File: config.mk
export PLATFORM = sky130hd
export DESIGN_NAME = alu_seq_flat
export DESIGN_NICKNAME = d
export VERILOG_FILES = /design/src/rtl/alu_seq_if.sv /design/src/rtl/alu_seq.sv /design/src/flat_wrapper.sv
export SDC_FILE = /design/constraint.sdc
export NUM_CORES = 1
export LEC_CHECK = 0
export CAP_MARGIN = 5
export CORE_MARGIN = 3
export CORE_UTILIZATION = 35
export DETAILED_ROUTE_END_ITERATION = 7
export PLACE_DENSITY = 0.58
export SYNTH_ARGS = -nofsm -noshare
export SYNTH_HDL_FRONTEND = slang
export SYNTH_SLANG_ARGS = --single-unit
File: constraint.sdc
create_clock -name clk -period 5.1 [get_ports clk]
set_input_delay 0.51 -clock clk [delete_from_list [all_inputs] [get_ports clk]]
set_output_delay 0.51 -clock clk [all_outputs]
set_load 0.05 [all_outputs]
File: src/rtl/alu_seq_if.sv
// Request/response bundle for alu_seq: operands and op in, registered result and flags out.
// The master drives the request side and the slave (the ALU) drives the response side.
interface alu_seq_if #(
    parameter int WIDTH = 8
);
    logic             in_valid;
    logic             in_ready;
    logic [WIDTH-1:0] a;
    logic [WIDTH-1:0] b;
    logic [3:0]       op;
    logic [3:0]       fi;
    logic [WIDTH-1:0] d;
    logic [3:0]       fo;
    logic             out_valid;

    modport master (
        output in_valid, a, b, op, fi,
        input  in_ready, d, fo, out_valid
    );

    modport slave (
        input  in_valid, a, b, op, fi,
        output in_ready, d, fo, out_valid
    );
endinterface

File: src/rtl/alu_seq.sv
// Sequential WIDTH-bit ALU: single-cycle arithmetic/logic/shift ops plus iterative
// shift-add multiply and restoring divide sharing one WIDTH-bit adder.
module alu_seq #(
    parameter int WIDTH = 8,
    parameter int SHW   = $clog2(WIDTH)
) (
    input  logic    clk,
    input  logic    rst,
    alu_seq_if.slave bus
);
    localparam int CW = $clog2(WIDTH + 1);

    typedef enum logic {IDLE, BUSY} state_t;

    state_t           r_state;
    logic [CW-1:0]    r_cnt;
    logic [1:0]       r_mop;
    logic             r_dz;
    logic [WIDTH-1:0] r_acc;
    logic [WIDTH-1:0] r_q;
    logic [WIDTH-1:0] r_b;
    logic [WIDTH-1:0] r_d;
    logic [3:0]       r_fo;
    logic             r_outValid;

    logic [SHW-1:0]   w_s;
    logic [WIDTH-1:0] w_addX;
    logic [WIDTH-1:0] w_addY;
    logic             w_cin;
    logic [WIDTH:0]   w_sum;
    logic [WIDTH:0]   w_trial;
    logic             w_divOk;
    logic [WIDTH:0]   w_mulSum;
    logic [WIDTH-1:0] w_accNext;
    logic [WIDTH-1:0] w_qNext;
    logic [WIDTH:0]   w_shl;
    logic [WIDTH:0]   w_shr;
    logic [WIDTH:0]   w_asr;
    logic [WIDTH-1:0] w_res;
    logic             w_c;
    logic             w_v;
    logic [WIDTH-1:0] w_finD;
    logic             w_finC;
    logic             w_finV;
    logic             w_isMulti;
    logic             w_unusedFi;

    assign w_s        = bus.b[SHW-1:0];
    assign w_isMulti  = bus.op[3] & bus.op[2];
    assign w_unusedFi = ^bus.fi[3:1];
    assign w_trial    = {r_acc, r_q[WIDTH-1]};

    // The one adder serves add/sub when idle, and one multiply/divide step when busy.
    always_comb begin
        w_addX = bus.a;
        w_addY = bus.op[1] ? ~bus.b : bus.b;
        w_cin  = bus.op[0] ? bus.fi[0] : bus.op[1];
        if (r_state == BUSY) begin
            if (r_mop[1]) begin
                w_addX = w_trial[WIDTH-1:0];
                w_addY = ~r_b;
                w_cin  = 1'b1;
            end else begin
                w_addX = r_acc;
                w_addY = r_b;
                w_cin  = 1'b0;
            end
        end
    end

    assign w_sum = {1'b0, w_addX} + {1'b0, w_addY} + {{WIDTH{1'b0}}, w_cin};

    // A trial remainder with its top bit set always exceeds the divisor, even if the
    // WIDTH-bit subtraction wraps.
    always_comb begin
        w_divOk   = w_trial[WIDTH] | w_sum[WIDTH];
        w_mulSum  = r_q[0] ? w_sum : {1'b0, r_acc};
        w_accNext = w_mulSum[WIDTH:1];
        w_qNext   = {w_mulSum[0], r_q[WIDTH-1:1]};
        if (r_mop[1]) begin
            w_accNext = w_divOk ? w_sum[WIDTH-1:0] : w_trial[WIDTH-1:0];
            w_qNext   = {r_q[WIDTH-2:0], w_divOk};
        end
    end

    always_comb begin
        w_finD = r_mop[0] ? w_accNext : w_qNext;
        w_finC = (r_mop == 2'b00) & (|w_accNext);
        w_finV = r_mop[1] & r_dz;
    end

    assign w_shl = {1'b0, bus.a} << w_s;
    assign w_shr = {bus.a, 1'b0} >> w_s;
    assign w_asr = $signed({bus.a, 1'b0}) >>> w_s;

    always_comb begin
        w_res = '0;
        w_c   = 1'b0;
        w_v   = 1'b0;
        case (bus.op)
            4'd0, 4'd1, 4'd2, 4'd3: begin
                w_res = w_sum[WIDTH-1:0];
                w_c   = w_sum[WIDTH];
                w_v   = (bus.a[WIDTH-1] == w_addY[WIDTH-1]) &
                        (w_sum[WIDTH-1] != bus.a[WIDTH-1]);
            end
            4'd4:  w_res = bus.a & bus.b;
            4'd5:  w_res = bus.a | bus.b;
            4'd6:  w_res = bus.a ^ bus.b;
            4'd7:  w_res = ~bus.a;
            4'd8: begin
                w_res = w_shl[WIDTH-1:0];
                w_c   = w_shl[WIDTH];
            end
            4'd9: begin
                w_res = w_shr[WIDTH:1];
                w_c   = w_shr[0];
            end
            4'd10: begin
                w_res = w_asr[WIDTH:1];
                w_c   = w_asr[0];
            end
            4'd11: w_res = bus.b;
            default: w_res = '0;
        endcase
    end

    always_ff @(posedge clk or negedge rst) begin
        if (!rst) begin
            r_state    <= IDLE;
            r_cnt      <= '0;
            r_mop      <= '0;
            r_dz       <= 1'b0;
            r_acc      <= '0;
            r_q        <= '0;
            r_b        <= '0;
            r_d        <= '0;
            r_fo       <= '0;
            r_outValid <= 1'b0;
        end else begin
            r_outValid <= 1'b0;
            case (r_state)
                IDLE: begin
                    if (bus.in_valid) begin
                        if (!w_isMulti) begin
                            r_d        <= w_res;
                            r_fo       <= {w_v, w_res[WIDTH-1], (w_res == '0), w_c};
                            r_outValid <= 1'b1;
                        end else begin
                            r_acc   <= '0;
                            r_q     <= bus.a;
                            r_b     <= bus.b;
                            r_mop   <= bus.op[1:0];
                            r_dz    <= (bus.b == '0);
                            r_cnt   <= CW'(WIDTH);
                            r_state <= BUSY;
                        end
                    end
                end
                BUSY: begin
                    r_acc <= w_accNext;
                    r_q   <= w_qNext;
                    r_cnt <= r_cnt - CW'(1);
                    if (r_cnt == CW'(1)) begin
                        r_d        <= w_finD;
                        r_fo       <= {w_finV, w_finD[WIDTH-1], (w_finD == '0), w_finC};
                        r_outValid <= 1'b1;
                        r_state    <= IDLE;
                    end
                end
                default: r_state <= IDLE;
            endcase
        end
    end

    assign bus.in_ready  = (r_state == IDLE);
    assign bus.d         = r_d;
    assign bus.fo        = r_fo;
    assign bus.out_valid = r_outValid;
endmodule

File: src/flat_wrapper.sv
// flat-port wrapper written by rule: the top's interface ports become plain ports
module alu_seq_flat 
#(
    parameter int WIDTH = 8,
    parameter int SHW   = $clog2(WIDTH)
)
  (clk, rst, bus_in_valid, bus_a, bus_b, bus_op, bus_fi, bus_in_ready, bus_d, bus_fo, bus_out_valid);
  alu_seq_if #(.WIDTH(WIDTH)) bus_i ();
  input  logic clk;
  input  logic rst;
  input wire logic [$bits(bus_i.in_valid)-1:0] bus_in_valid;
  input wire logic [$bits(bus_i.a)-1:0] bus_a;
  input wire logic [$bits(bus_i.b)-1:0] bus_b;
  input wire logic [$bits(bus_i.op)-1:0] bus_op;
  input wire logic [$bits(bus_i.fi)-1:0] bus_fi;
  output wire logic [$bits(bus_i.in_ready)-1:0] bus_in_ready;
  output wire logic [$bits(bus_i.d)-1:0] bus_d;
  output wire logic [$bits(bus_i.fo)-1:0] bus_fo;
  output wire logic [$bits(bus_i.out_valid)-1:0] bus_out_valid;
  assign bus_i.in_valid = bus_in_valid;
  assign bus_i.a = bus_a;
  assign bus_i.b = bus_b;
  assign bus_i.op = bus_op;
  assign bus_i.fi = bus_fi;
  assign bus_in_ready = bus_i.in_ready;
  assign bus_d = bus_i.d;
  assign bus_fo = bus_i.fo;
  assign bus_out_valid = bus_i.out_valid;
  alu_seq #(.WIDTH(WIDTH), .SHW(SHW)) u_core (.clk(clk), .rst(rst), .bus(bus_i));
endmodule
; Word level (Yosys, flattened, before mapping)
; Index checks and enable logic that the tools add are counted.
[classes]
add_sub_neg = 3
n_eq_ne = 18
shift = 3
n_mux = 41
bitwise_logic = 12
n_reduce_logical = 10
[op_table]
columns = cell, count
row1 = $mux 8, 16
row2 = $pmux 8 s9, 1
row3 = $pmux 8 s2, 3
row4 = $logic_not 8->1, 3
row5 = $not 8->8, 3
row6 = $mux 4, 5
row7 = $eq 4x3->1 const B, 4
row8 = $eq 4x4->1 const B, 4
row9 = $pmux 4 s2, 2
row10 = $mux 1, 10
row11 = $add 8x8->9, 1
row12 = $add 9x1->9, 1
row13 = $mux 9, 1
row14 = $shl 8x3->9, 1
row15 = $shr 9x3->9, 1
row16 = $sshr 9x3->9, 1
row17 = $and 8x8->8, 1
row18 = $eq 4x1->1 const B, 2
row19 = $eq 4x2->1 const B, 2
row20 = $or 8x8->8, 1
row21 = $reduce_or 8->1, 1
row22 = $xor 8x8->8, 1
row23 = $ne 2x2->1 const B, 3
row24 = $reduce_and 3->1, 2
row25 = 13 further kinds, 17
[totals]
register_bits = 45
inputBits = 27
out_inout_bits = 14
word_cells = 97

; Depth between registers and ports, before layout
; Gate-level depths: netlist (run 1).
[depth]
ltp_word = 12
ltp_mapped = 18
ltp_nobuf = 14

; Least setup slack after synthesis (run 1)
; OpenSTA, ideal clock, no wires.
[synth_path]
kind = reg-to-reg
start = register u_core.r_state
end = register u_core.r_fo[0], in the netlist u_core.bus.fo[0]
setup_time_ns = 0.126
arrival_time_ns = 4.003
slack_ns = 0.971
stages_incl_launch_ff = 18
path_buffers = 4
cell_sequence = dfrtp_1 -> buf_2 -> inv_1 -> clkbuf_1 -> buf_1 -> a21oi_1 -> fa_1 -> inv_1 -> fa_1 -> a21o_1 -> a221oi_4 -> o21bai_1 -> buf_2 -> mux2i_1 -> a21oi_1 -> nor4_2 -> nand4_1 -> a221o_1
[synth_rtl]
columns = element, line_no
row1 = from (decl), alu_seq.sv:15  ; state_t r_state;
row2 = from (signal assigned), alu_seq.sv:130  ; r_state <= IDLE;
row3 = from (signal assigned), alu_seq.sv:156  ; r_state <= BUSY;
row4 = from (signal assigned), alu_seq.sv:168  ; r_state <= IDLE;
row5 = $not 1->1 (no source line) *, n/a
row6 = named net bus_in_ready, flat_wrapper.sv:16  ; output wire logic [$bits(bus_i.in_ready)-1:0] bus_in_ready;
row7 = $ne 2x2->1 (no source line), n/a
row8 = $reduce_and 3->1 (no source line), n/a
row9 = to (signal assigned), alu_seq.sv:147  ; r_fo <= {w_v, w_res[WIDTH-1], (w_res == '0), w_c};
row10 = to (signal assigned), alu_seq.sv:166  ; r_fo <= {w_finV, w_finD[WIDTH-1], (w_finD == '0), w_finC};
row11 = to (decl), alu_seq.sv:23  ; logic [3:0] r_fo;
; The timed path passes the listed nets; every way through them passes the cells marked *. The select of a mux whose other input is x is not followed.
; A chain may end at the register's enable or synchronous reset.

; Final worst setup path (run 1)
[layout_path]
start = input port bus_op[0]
end = register u_core.r_d[5], in the netlist u_core.bus.d[5]
[layout_via]
elab_chain_len = 9
[layout_lines]
columns = element, line_no
row1 = from (decl), flat_wrapper.sv:14  ; input wire logic [$bits(bus_i.op)-1:0] bus_op;
row2 = $mux 1, alu_seq.sv:57  ; w_cin = bus.op[0] ? bus.fi[0] : bus.op[1];
row3 = $mux 1, alu_seq.sv:58  ; if (r_state == BUSY) begin
row4 = $add 9x1->9, alu_seq.sv:71  ; assign w_sum = {1'b0, w_addX} + {1'b0, w_addY} + {{WIDTH{1'b0}}, w_cin};
row5 = $or 1x1->1, alu_seq.sv:76  ; w_divOk = w_trial[WIDTH] | w_sum[WIDTH];
row6 = $mux 8, alu_seq.sv:81  ; w_accNext = w_divOk ? w_sum[WIDTH-1:0] : w_trial[WIDTH-1:0];
row7 = $mux 8, alu_seq.sv:80  ; if (r_mop[1]) begin
row8 = $mux 8, alu_seq.sv:87  ; w_finD = r_mop[0] ? w_accNext : w_qNext;
row9 = $mux 8, alu_seq.sv:164  ; if (r_cnt == CW'(1)) begin
row10 = $pmux 8 s2 *, alu_seq.sv:142  ; case (r_state)
row11 = to (signal assigned), alu_seq.sv:146  ; r_d <= w_res;
row12 = to (signal assigned), alu_seq.sv:165  ; r_d <= w_finD;
row13 = to (decl), alu_seq.sv:22  ; logic [WIDTH-1:0] r_d;
; Mark *: on every way between the ends. The rest lies on a longest branch, timed or not. The select of a mux whose other input is x is not followed.

==> run_results.csv, run 1 <==
group,metric,value,unit
worst_setup_path,crit_fanout,7,
sta,worst_slack,0.918,ns
clock_tree,htree_levels,2,
sta,finalCritPeriodShare,82.0,%
synth,synth_edf_count,0,
worst_setup_path,crit_path_start,"bus_op[0]",
clock_tree,clock_latency,0.30,ns
route,drc,0,
worst_setup_path,path_class,"input pin to flop",
worst_setup_path,critPathCaptureType,"flop",
cells_and_area,syn2layout_area_growth,13.1,%
cells_and_area,multiInputGateArea,3370,µm²
cells_and_area,drive_gt1_share,9.22,%
global_routing,grt_max_degree,45,
worst_setup_path,rr_startpoint,"u_core.r_mop[1]$_DFFE_PN0P_",
sta,finalMaxSlewViolations,0,
worst_setup_path,cp.arrival,4.36,ns
floorplan,start_util,36.2,%
global_routing,track_usage,20.8,%
clock_tree,holdBufCountCts,0,
clock_tree,clk_pin_slew_worst_paths,0.07,ns
status,outcome,"complete, no violations",
placed_design,gp_congestion,0.913,
global_routing,grt_pass1_vias,4370,
pwr,leakage,2.31,nW
cells_and_area,layout_commonest_cell,"nand2_1",
worst_setup_path,worst_setup_path_start_kind,"input pin",
worst_setup_path,worstPathRequired,5.28,ns
placed_design,post-place-ws,0.665,ns
cells_and_area,fillCellCount,1362,
global_routing,antenna_found_initial,0,
pwr,p_int,1.79,mW
floorplan,core.rowCount,42,
pwr,switching_power,2.12,mW
pwr,peakVddDrop,0.000284,V
route,vias_per_cell,5.92,
flow_run,cap_viol_max_count,0,
synth,netlist_top_cells_area,"dfrtp_1 (23%), nand2_1 (7.0%), ha_1 (6.7%)",
sta,worstMarginPinSlew,1.07,ns
pwr,combPwrFrac,71.6,%
route,wl_per_cell,19.4,µm
global_routing,met1_usage,29.8,%
global_routing,grt_overflow,0,
sta,clock_skew,0.00706,ns
route,via_count,4827,
pwr,p_seq_share,18.3,%
synth,synth_largest_area_cell,"dfrtp_1",
sta,tns,0,ns
worst_setup_path,critPathTopFamily,"compound AO/OA/AOI/OAI gates",
pwr,power.density,713,nW/µm²
route,ant_nets,0,
synth,ys.flop_type,"dfrtp_1",
pwr,finalPower,3.91,mW
synth,ys_types,70,
clock_tree,cts_tree,"yes",
pwr,p_sw_share,54.2,%
synth,syn_nets,691,
synth,synthCells,636,
synth,ys_warn_count,0,
sta,fin_crit,4.18,ns
route,drt-total-wl,15.9,mm
placed_design,port_buffers,37,
floorplan,dieArea,15300,µm²
cells_and_area,final_cell_mix,"nand2_1 (90), nor2_1 (56), o21ai_0 (48), dfrtp_1 (43), a21oi_1 (39)",
worst_setup_path,path_cells,"clkdlybuf4s50_1, nor2b_1, buf_4, o21ai_0, fa_1, inv_1, fa_1, a21o_1, a221oi_4, xnor2_1, a211oi_1, nor3_1, a211oi_1, mux2_2, a21oi_1",
floorplan,die_h,124,µm
clock_tree,clk_path_buf_depth,2,
global_routing,grt_pass1_wl,24.8,mm
global_routing,grt_util_met3,2.95,%
cells_and_area,nets,694,
hold_path,hp-class,"input pin to asynchronous set/reset pin",
synth,avgSynthCellArea,7.62,µm²
sta,fmax,0.239,GHz
route,drtIter0Drc,409,
floorplan,num_io_pins,41,
cells_and_area,antenna_cells,0,
route,drtPass1Iterations,5,
global_routing,grt_busiest_layer,"met2",
floorplan,core,13400,µm²
synth,yosys.area.top_type_share,22.7,%
synth,ys_async_sr_fraction,100,%
clock_tree,post_cts_resized,0,
synth,ys_seq_area_share,22.7,%
cells_and_area,layout.area.seq,1100,µm²
clock_tree,post-cts-setup-buffer-count,0,
sta,slew_headroom,28.5,%
worst_setup_path,cpPeakStageDelay,0.67,ns
clock_tree,cts_root_buffer,"clkbuf_16",
worst_setup_path,cp_num_buf_inv,3,
sta,setup_viol,0,
floorplan,die_x,124,µm
clock_tree,cts.sinks,44,
pwr,p_clk_share,10.0,%
sta,hold_viol_final,0,
placed_design,dp_hpwl,11.6,mm
sta,rsz0062_at_grt,"false",
global_routing,grtUsageMet2,33.2,%
clock_tree,cts_made_buffers,5,
synth,ys_ff_latch,44,
synth,syn_area,4850,µm²
worst_setup_path,crit_slowest_cell,"clkdlybuf4s50_1",
## registers in the layout, summed over array words and instances, names as in the netlist, 2 cells and up
register and flops:
u_core.r_mop 2, u_core.r_cnt 4, u_core.bus.fo 4, u_core.r_q 8, u_core.r_acc 8, u_core.r_b 8, u_core.bus.d 7
## cell usage after synthesis, drive strengths merged (2+ instances only)
| library cell | number |
|---|---|
| a2111oi | 2 |
| a211o | 4 |
| a211oi | 19 |
| a21o | 7 |
| a21oi | 39 |
| a221oi | 3 |
| a22o | 3 |
| a22oi | 2 |
| a311oi | 2 |
| a31oi | 14 |
| a32oi | 3 |
| and2 | 3 |
| and3 | 3 |
| buf | 28 |
| clkbuf | 30 |
| dfrtp | 44 |
| fa | 2 |
| ha | 26 |
| inv | 34 |
| mux2 | 9 |
| mux2i | 26 |
| mux4 | 9 |
| nand2 | 90 |
| nand2b | 7 |
| nand3 | 12 |
| nand4 | 4 |
| nor2 | 56 |
| nor2b | 13 |
| nor3 | 17 |
| nor3b | 2 |
| nor4 | 3 |
| nor4b | 2 |
| nor4bb | 2 |
| o211ai | 7 |
| o21a | 2 |
| o21ai | 48 |
| o21bai | 2 |
| o221ai | 4 |
| o22ai | 6 |
| o31ai | 4 |
| o41ai | 2 |
| or2 | 3 |
| or3 | 2 |
| xnor2 | 10 |
| xor2 | 12 |
## metrics by stage
stage               util [%]  hold slack (ns)  std cells  area [µm²]
detailed placement      39.7            0.461        808        5310
global placement        39.7            0.461        808        5310
finish                  40.9            0.405        816        5490
global route            40.9            0.503        816        5490
floorplan                  -            0.214        636        4850
CTS                     40.9            0.447        816        5490
## final cells by class
| cell class | instances | area share, % |
|---|---|---|
| Timing Repair Buffer | 54 | 8.99 |
| Sequential cell | 44 | 20.1 |
| Tap cell | 176 | 4.01 |
| Clock inverter | 3 | 0.844 |
| Clock buffer | 5 | 2.28 |
| Inverter | 35 | 2.40 |
| Multi-Input combinational cell | 499 | 61.4 |
## metal layers
metal / wire length (µm) / vias up / share of wire [%]
met5: 0 / - / 0
met4: 164 / 0 / 1.0
met3: 1110 / 16 / 7.0
met2: 7440 / 208 / 47
met1: 7150 / 2323 / 45
li1: - / 2280 / -
## power groups by stage
stage,Combinational (mW),Clock (mW),Sequential (mW)
after floorplan,1.97,0,0.770
after global placement,2.71,0,0.715
after detailed placement,2.76,0,0.714
after CTS,2.76,0.396,0.713
after global routing,3.05,0.408,0.745
final,2.80,0.392,0.718
## kinds of logic (layout without fill, tap and decap cells)
| kind of cell | count (synthesis) | in the layout | share of synthesized area, % |
|---|---|---|---|
| AOI/OAI and AO/OA | 182 | 182 | 25.1 |
| adders and majority gates | 28 | 28 | 7.54 |
| buffers and inverters | 93 | 97 | 7.84 |
| muxes | 44 | 44 | 11.6 |
| DFF | 44 | 44 | 22.7 |
| and+or+nand+nor | 223 | 223 | 21.2 |
| xor gates and xnor gates | 22 | 22 | 3.97 |
## final timing paths
| kind | slack [ns] | endpoint | cells past startpoint |
|---|---|---|---|
| max | 0.92 | u_core.bus.d[5]$_DFFE_PN0P_ | 15 |
| min | 0.41 | u_core.r_acc[7]$_DFFE_PN0P_ | 1 |
| max reg2reg | 0.98 | u_core.bus.d[5]$_DFFE_PN0P_ | 14 |
| min reg2reg | 0.48 | u_core.bus.d[2]$_DFFE_PN0P_ | 2 |
| max in group asynchronous | 3.98 | u_core.r_mop[1]$_DFFE_PN0P_ | 1 |
| min in group clk | 0.48 | u_core.bus.d[2]$_DFFE_PN0P_ | 2 |
No activity file was read; power rests on OpenSTA's default activity.
==> inputs of run 2 (changes only) <==
Settings changed: PLACE_DENSITY 0.58 to 0.6.
Clock period 5.1 ns to 3.5 ns, I/O delays scaled along.
==> run 2 against run 1 <==
Compared with the run above:
- total power up 84%
- routed wire length is 7.3% higher
- sequential power up 45%
- clock-buffer cell count increased by 2
- hold slack lost 0.16 ns
- sequential cell count is the same
- clock power grew 22%
- via count up 4.9%
- critical path depth shrank 3
- setup slack lost 0.87 ns
- largest power group unchanged
- final area rose by 13%
==> run_results.csv, run 2 (synthesis gave the netlist of run 1 again) <==
group,metric,value,unit
placed_design,port_buffers,37,
sta,slew_headroom,29.8,%
global_routing,track_usage,22.8,%
sta,rsz0062_at_grt,"true",
cells_and_area,antenna_cells,0,
pwr,leakage,2.70,nW
global_routing,grt_max_degree,45,
worst_setup_path,critPathCaptureType,"flop",
floorplan,core.rowCount,42,
placed_design,gp_congestion,0.952,
clock_tree,clk_path_buf_depth,2,
global_routing,grt_overflow,0,
route,drc,0,
placed_design,dp_hpwl,13.0,mm
placed_design,dp_cells,878,
worst_setup_path,worstPathRequired,3.68,ns
route,vias_per_cell,5.69,
hold_path,hp-class,"input pin to asynchronous set/reset pin",
cells_and_area,layout_commonest_cell,"nand2_1",
pwr,finalPower,7.18,mW
cells_and_area,reg_top3,"u_core.r_acc x8, u_core.r_b x8, u_core.r_q x8",
worst_setup_path,reg2reg_slack,0.05,ns
route,wl_per_cell,19.1,µm
cells_and_area,finalNonFillerCells,890,
sta,worstMarginPinSlew,1.05,ns
route,drtIter0Drc,468,
floorplan,dieArea,15300,µm²
route,drt-total-wl,17.0,mm
clock_tree,htree_levels,2,
sta,finalMaxSlewViolations,0,
floorplan,die_x,124,µm
clock_tree,cts_made_buffers,5,
cells_and_area,fillCellCount,1346,
cells_and_area,layout.area.seq,1100,µm²
sta,tns,0,ns
floorplan,core,13400,µm²
sta,setup_viol,0,
cells_and_area,final_cell_mix,"nand2_1 (90), buf_4 (88), nor2_1 (55), o21ai_0 (44), dfrtp_1 (43)",
route,ant_nets,0,
sta,finalCritPeriodShare,98.7,%
clock_tree,cts.sinks,44,
clock_tree,cts_tree,"yes",
cells_and_area,nets,768,
worst_setup_path,worst_setup_path_start_kind,"flop",
floorplan,start_util,36.2,%
global_routing,grt_pass1_vias,4930,
sta,fmax,0.289,GHz
cells_and_area,utilization,46.2,%
sta,fin_hold_ws,0.242,ns
global_routing,grt_pass1_wl,27.1,mm
route,drtPass1Iterations,5,
pwr,peakVddDrop,0.000502,V
clock_tree,cts_root_buffer,"clkbuf_16",
clock_tree,clk_pin_slew_worst_paths,0.07,ns
cells_and_area,drive_gt1_share,21.6,%
worst_setup_path,rr_worst_depth,12,
worst_setup_path,crit_fanout,18,
worst_setup_path,path_class,"flop to flop",
sta,fin_crit,3.45,ns
sta,hold_viol_final,0,
status,outcome,"complete, no violations",
worst_setup_path,cp.arrival,3.63,ns
clock_tree,holdBufCountCts,0,
flow_run,cap_viol_max_count,0,
route,via_count,5065,
cells_and_area,syn2layout_area_growth,27.7,%
cells_and_area,multiInputGateArea,3530,µm²
pwr,power.density,1160,nW/µm²
floorplan,num_io_pins,41,
clock_tree,clock_latency,0.30,ns
floorplan,die_h,124,µm
sta,clock_skew,0.0145,ns
global_routing,antenna_found_initial,0,
[run 2: cell count changes in the layout (fill, tap and decap cells not counted), sizes merged]
cell and delta:
buf +75, inv -1, clkinv +1, dlygate4sd2 +1
clkbuf +2, clkdlybuf4s50 -2, clkinvlp -1, bufinv -1
[run 2: final cells by class]
type                       instances  area share [%]
multi-input combinational        499            57.0
sequential                        44            17.8
timing repair buffer             128            17.3
tap                              176            3.56
clock buffer                       7            2.14
inverter                          35            2.12
clock inverter                     1           0.141
[run 2: worst paths after layout]
check                                       startpoint                      endpoint
hold reg to reg            u_core.bus.d[0]$_DFFE_PN0P_   u_core.bus.d[0]$_DFFE_PN0P_
min in group clk           u_core.bus.d[0]$_DFFE_PN0P_   u_core.bus.d[0]$_DFFE_PN0P_
setup / recovery           u_core.r_mop[1]$_DFFE_PN0P_  u_core.bus.fo[0]$_DFFE_PN0P_
hold / removal                                     rst   u_core.r_acc[4]$_DFFE_PN0P_
max in group asynchronous                          rst   u_core.r_mop[1]$_DFFE_PN0P_
setup reg to reg           u_core.r_mop[1]$_DFFE_PN0P_  u_core.bus.fo[0]$_DFFE_PN0P_
[run 2: metrics by stage]
stage                     worst slack, ns  area [µm²]
final                              0.0452        6190
after detailed placement           -0.444        5870
after CTS                         0.00367        6040
after global routing              -0.0837        6190
after floorplan                   -0.0301        4920
after global placement             -0.352        5870
[run 2: repair_timing]
item,CTS,global route
setup endpoints to repair,5,8
pin swaps,0,17
buffers inserted,0,4
gates resized for setup,7,25
[run 2: routing by layer]
| metal | GRT usage (%) | share of wire, % |
|---|---|---|
| met5 | 0 | 0 |
| met4 | 7.06 | 2.6 |
| met3 | 3.86 | 5.9 |
| met2 | 36.2 | 48 |
| met1 | 31.6 | 44 |
[run 2: critical path, stage by stage, from the launching register on]
cell and delay [ns]:
dfrtp_2 0.47, buf_4 0.30, mux2i_1 0.22, a21oi_1 0.10, ha_1 0.32, o21ai_0 0.08
a21o_1 0.21, a21o_1 0.22, a2111oi_1 0.71, o31ai_4 0.14, nor4_2 0.15, nand4_1 0.11
a221o_1 0.30
[run 2: power breakdown]
part | total, mW | internal [mW] | switching, mW
sequential | 1.04 | 0.752 | 0.290
clock | 0.480 | 0.267 | 0.213
combinational | 5.66 | 2.59 | 3.06
total | 7.18 | 3.61 | 3.57
==> inputs of run 3 (changes only) <==
Clock period 3.5 ns to 3 ns, I/O delays scaled along.
==> run 3 against run 2 <==
Compared with the run above:
- the flow now finishes with violations (setup timing)
- core utilization rose by 3.1 points
- highest routed layer unchanged
- setup slack got worse by 0.49 ns
- routed wire length increased by 6.8%
- final area rose by 6.7%
- critical endpoint unchanged
==> run_results.csv, run 3 (synthesis gave the netlist of run 1 again) <==
group,metric,value,unit
status,outcome,"finished with violations",
status,violations,"setup timing",
pwr,switching_power,4.55,mW
sta,fmax,0.290,GHz
clock_tree,clk_path_buf_depth,2,
worst_setup_path,critPathCaptureType,"flop",
global_routing,antenna_found_initial,0,
cells_and_area,nets,803,
floorplan,core,13400,µm²
sta,setup_viol,18,
global_routing,grt_pass1_vias,5267,
worst_setup_path,rr_worst_depth,15,
clock_tree,htree_levels,2,
pwr,p_seq_share,12.4,%
sta,finalMaxSlewViolations,0,
sta,hold_viol_final,0,
worst_setup_path,crit_fanout,8,
worst_setup_path,r2r_end,"u_core.bus.fo[0]$_DFFE_PN0P_",
placed_design,gp_congestion,0.942,
sta,worstMarginPinSlew,1.08,ns
sta,rsz0062_at_grt,"true",
worst_setup_path,worstPathRequired,3.18,ns
global_routing,grt_max_degree,45,
worst_setup_path,path_class,"flop to flop",
global_routing,grt_pass1_wl,28.3,mm
worst_setup_path,reg2reg_slack,-0.45,ns
pwr,peakVddDrop,0.000558,V
cells_and_area,antenna_cells,0,
clock_tree,cts_root_buffer,"clkbuf_16",
placed_design,port_buffers,37,
floorplan,start_util,36.2,%
clock_tree,clk_pin_slew_worst_paths,0.07,ns
cells_and_area,syn2layout_area_growth,36.2,%
worst_setup_path,cp.arrival,3.63,ns
placed_design,placed_cell_area,6080,µm²
pwr,power.density,1420,nW/µm²
worst_setup_path,path_cells,"mux2i_2, nor2_1, a21oi_2, fa_2, inv_2, fa_2, a21o_1, a221oi_4, o21bai_2, buf_4, mux2i_4, a21oi_4, nor4_2, nand4_1, a221o_1",
worst_setup_path,cp_num_buf_inv,2,
hold_path,hp-class,"input pin to asynchronous set/reset pin",
route,drtPass1Iterations,4,
sta,worst_slack,-0.450,ns
cells_and_area,layout_commonest_cell,"buf_4",
pwr,p_sw_share,48.7,%
cells_and_area,final_cell_mix,"buf_4 (119), nand2_1 (86), nor2_1 (54), dfrtp_1 (43), o21ai_0 (40)",
worst_setup_path,critPathTopFamily,"compound AO/OA/AOI/OAI gates",
worst_setup_path,rr_startpoint,"u_core.r_mop[1]$_DFFE_PN0P_",
worst_setup_path,cpPeakStageDelay,0.49,ns
cells_and_area,drive_gt1_share,28.6,%
sta,slew_headroom,27.8,%
pwr,leakage,2.90,nW
floorplan,die_x,124,µm
sta,fin_crit,3.45,ns
worst_setup_path,worst_setup_path_start_kind,"flop",
placed_design,dp_hpwl,13.7,mm
worst_setup_path,crit_slowest_cell,"dfrtp_2",
cells_and_area,reg_top3,"u_core.r_acc x8, u_core.r_b x8, u_core.r_q x8",
pwr,combPwrFrac,80.6,%
clock_tree,clock_latency,0.30,ns
route,drt-total-wl,18.2,mm
sta,finalCritPeriodShare,115,%
global_routing,grt_overflow,0,
pwr,p_clk_share,7.1,%
floorplan,num_io_pins,41,
route,via_count,5358,
floorplan,dieArea,15300,µm²
clock_tree,cts_made_buffers,5,
pwr,finalPower,9.35,mW
flow_run,cap_viol_max_count,0,
route,vias_per_cell,5.79,
route,ant_nets,0,
worst_setup_path,crit_top_cell,"fa_2",
cells_and_area,design_area,6610,µm²
clock_tree,cts.sinks,44,
route,drtIter0Drc,428,
global_routing,track_usage,23.9,%
route,wl_per_cell,19.7,µm
pwr,p_int,4.80,mW
sta,clock_skew,0.00457,ns
route,drc,0,
floorplan,core.rowCount,42,
clock_tree,cts_tree,"yes",
floorplan,die_h,124,µm
## run 3: power groups by stage
| stage | logic [mW] | registers, mW | clock network [mW] |
|---|---|---|---|
| 2_1_floorplan | 3.53 | 1.31 | 0 |
| 3_3_place_gp | 6.11 | 1.13 | 0 |
| 3_5_place_dp | 6.24 | 1.14 | 0 |
| 4_1_cts | 7.01 | 1.14 | 0.667 |
| 5_1_grt | 8.04 | 1.19 | 0.689 |
| 6_report | 7.54 | 1.16 | 0.661 |
## run 3: worst reg2reg max path, delay by kind of cell, from the launching register on
| kind | cells | cell delay [ns] |
|---|---|---|
| buf+inv | 2 | 0.20 |
| flops | 1 | 0.49 |
| compound gates | 6 | 1.16 |
| mux | 2 | 0.44 |
| simple gates | 3 | 0.44 |
| fa+ha+maj | 2 | 0.59 |
## run 3: area by class of cell
class | instances | area (µm²)
clock buffers | 5 | 125
clock inverters | 3 | 46.3
fillers | 1325 | 6800
inverters | 35 | 131
multi-input cells | 499 | 3640
flip-flops and latches | 44 | 1100
well taps | 176 | 220
repair buffers | 163 | 1340
## run 3: metrics by stage
stage | setup slack, ns | hold slack (ns) | cells | setup TNS, ns | util, %
2_1_floorplan | -0.450 | 0.00441 | 636 | -2.49 | -
4_1_cts | -0.404 | 0.256 | 920 | -3.02 | 48.5
6_report | -0.450 | 0.190 | 925 | -4.10 | 49.3
3_5_place_dp | -0.846 | 0.466 | 906 | -11.23 | 45.4
5_1_grt | -0.602 | 0.277 | 925 | -6.46 | 49.3
3_3_place_gp | -0.722 | 0.458 | 906 | -9.61 | 45.4
## run 3: how the worst max path moves through the flow
stage                                         endpoint  depth (start not counted)                        start  slack (ns)
after detailed placement  u_core.bus.fo[1]$_DFFE_PN0P_                         15                    bus_op[0]       -0.85
after CTS                 u_core.bus.fo[0]$_DFFE_PN0P_                         15  u_core.r_mop[1]$_DFFE_PN0P_       -0.40
after floorplan           u_core.bus.fo[0]$_DFFE_PN0P_                         18                    bus_op[1]       -0.45
final                     u_core.bus.fo[0]$_DFFE_PN0P_                         15  u_core.r_mop[1]$_DFFE_PN0P_       -0.45
after global routing      u_core.bus.fo[1]$_DFFE_PN0P_                         15  u_core.r_mop[1]$_DFFE_PN0P_       -0.60
after global placement    u_core.bus.fo[1]$_DFFE_PN0P_                         16                    bus_op[0]       -0.72
## run 3: what timing repair did
item | CTS | global route
hold buffers | 0 | 0
setup buffers | 10 | 6
resized for setup | 44 | 17
endpoints found under the setup margin | 18 | 20
pin swaps | 24 | 10
## run 3: layer usage
layer  wire [µm]  vias to the layer above  global-route usage, %
li1            -                     2496                      -
met1        7800                     2605                   31.5
met2        8700                      215                   39.7
met3        1120                       42                   3.18
met4         570                        0                   9.00
met5           0                        -                      0
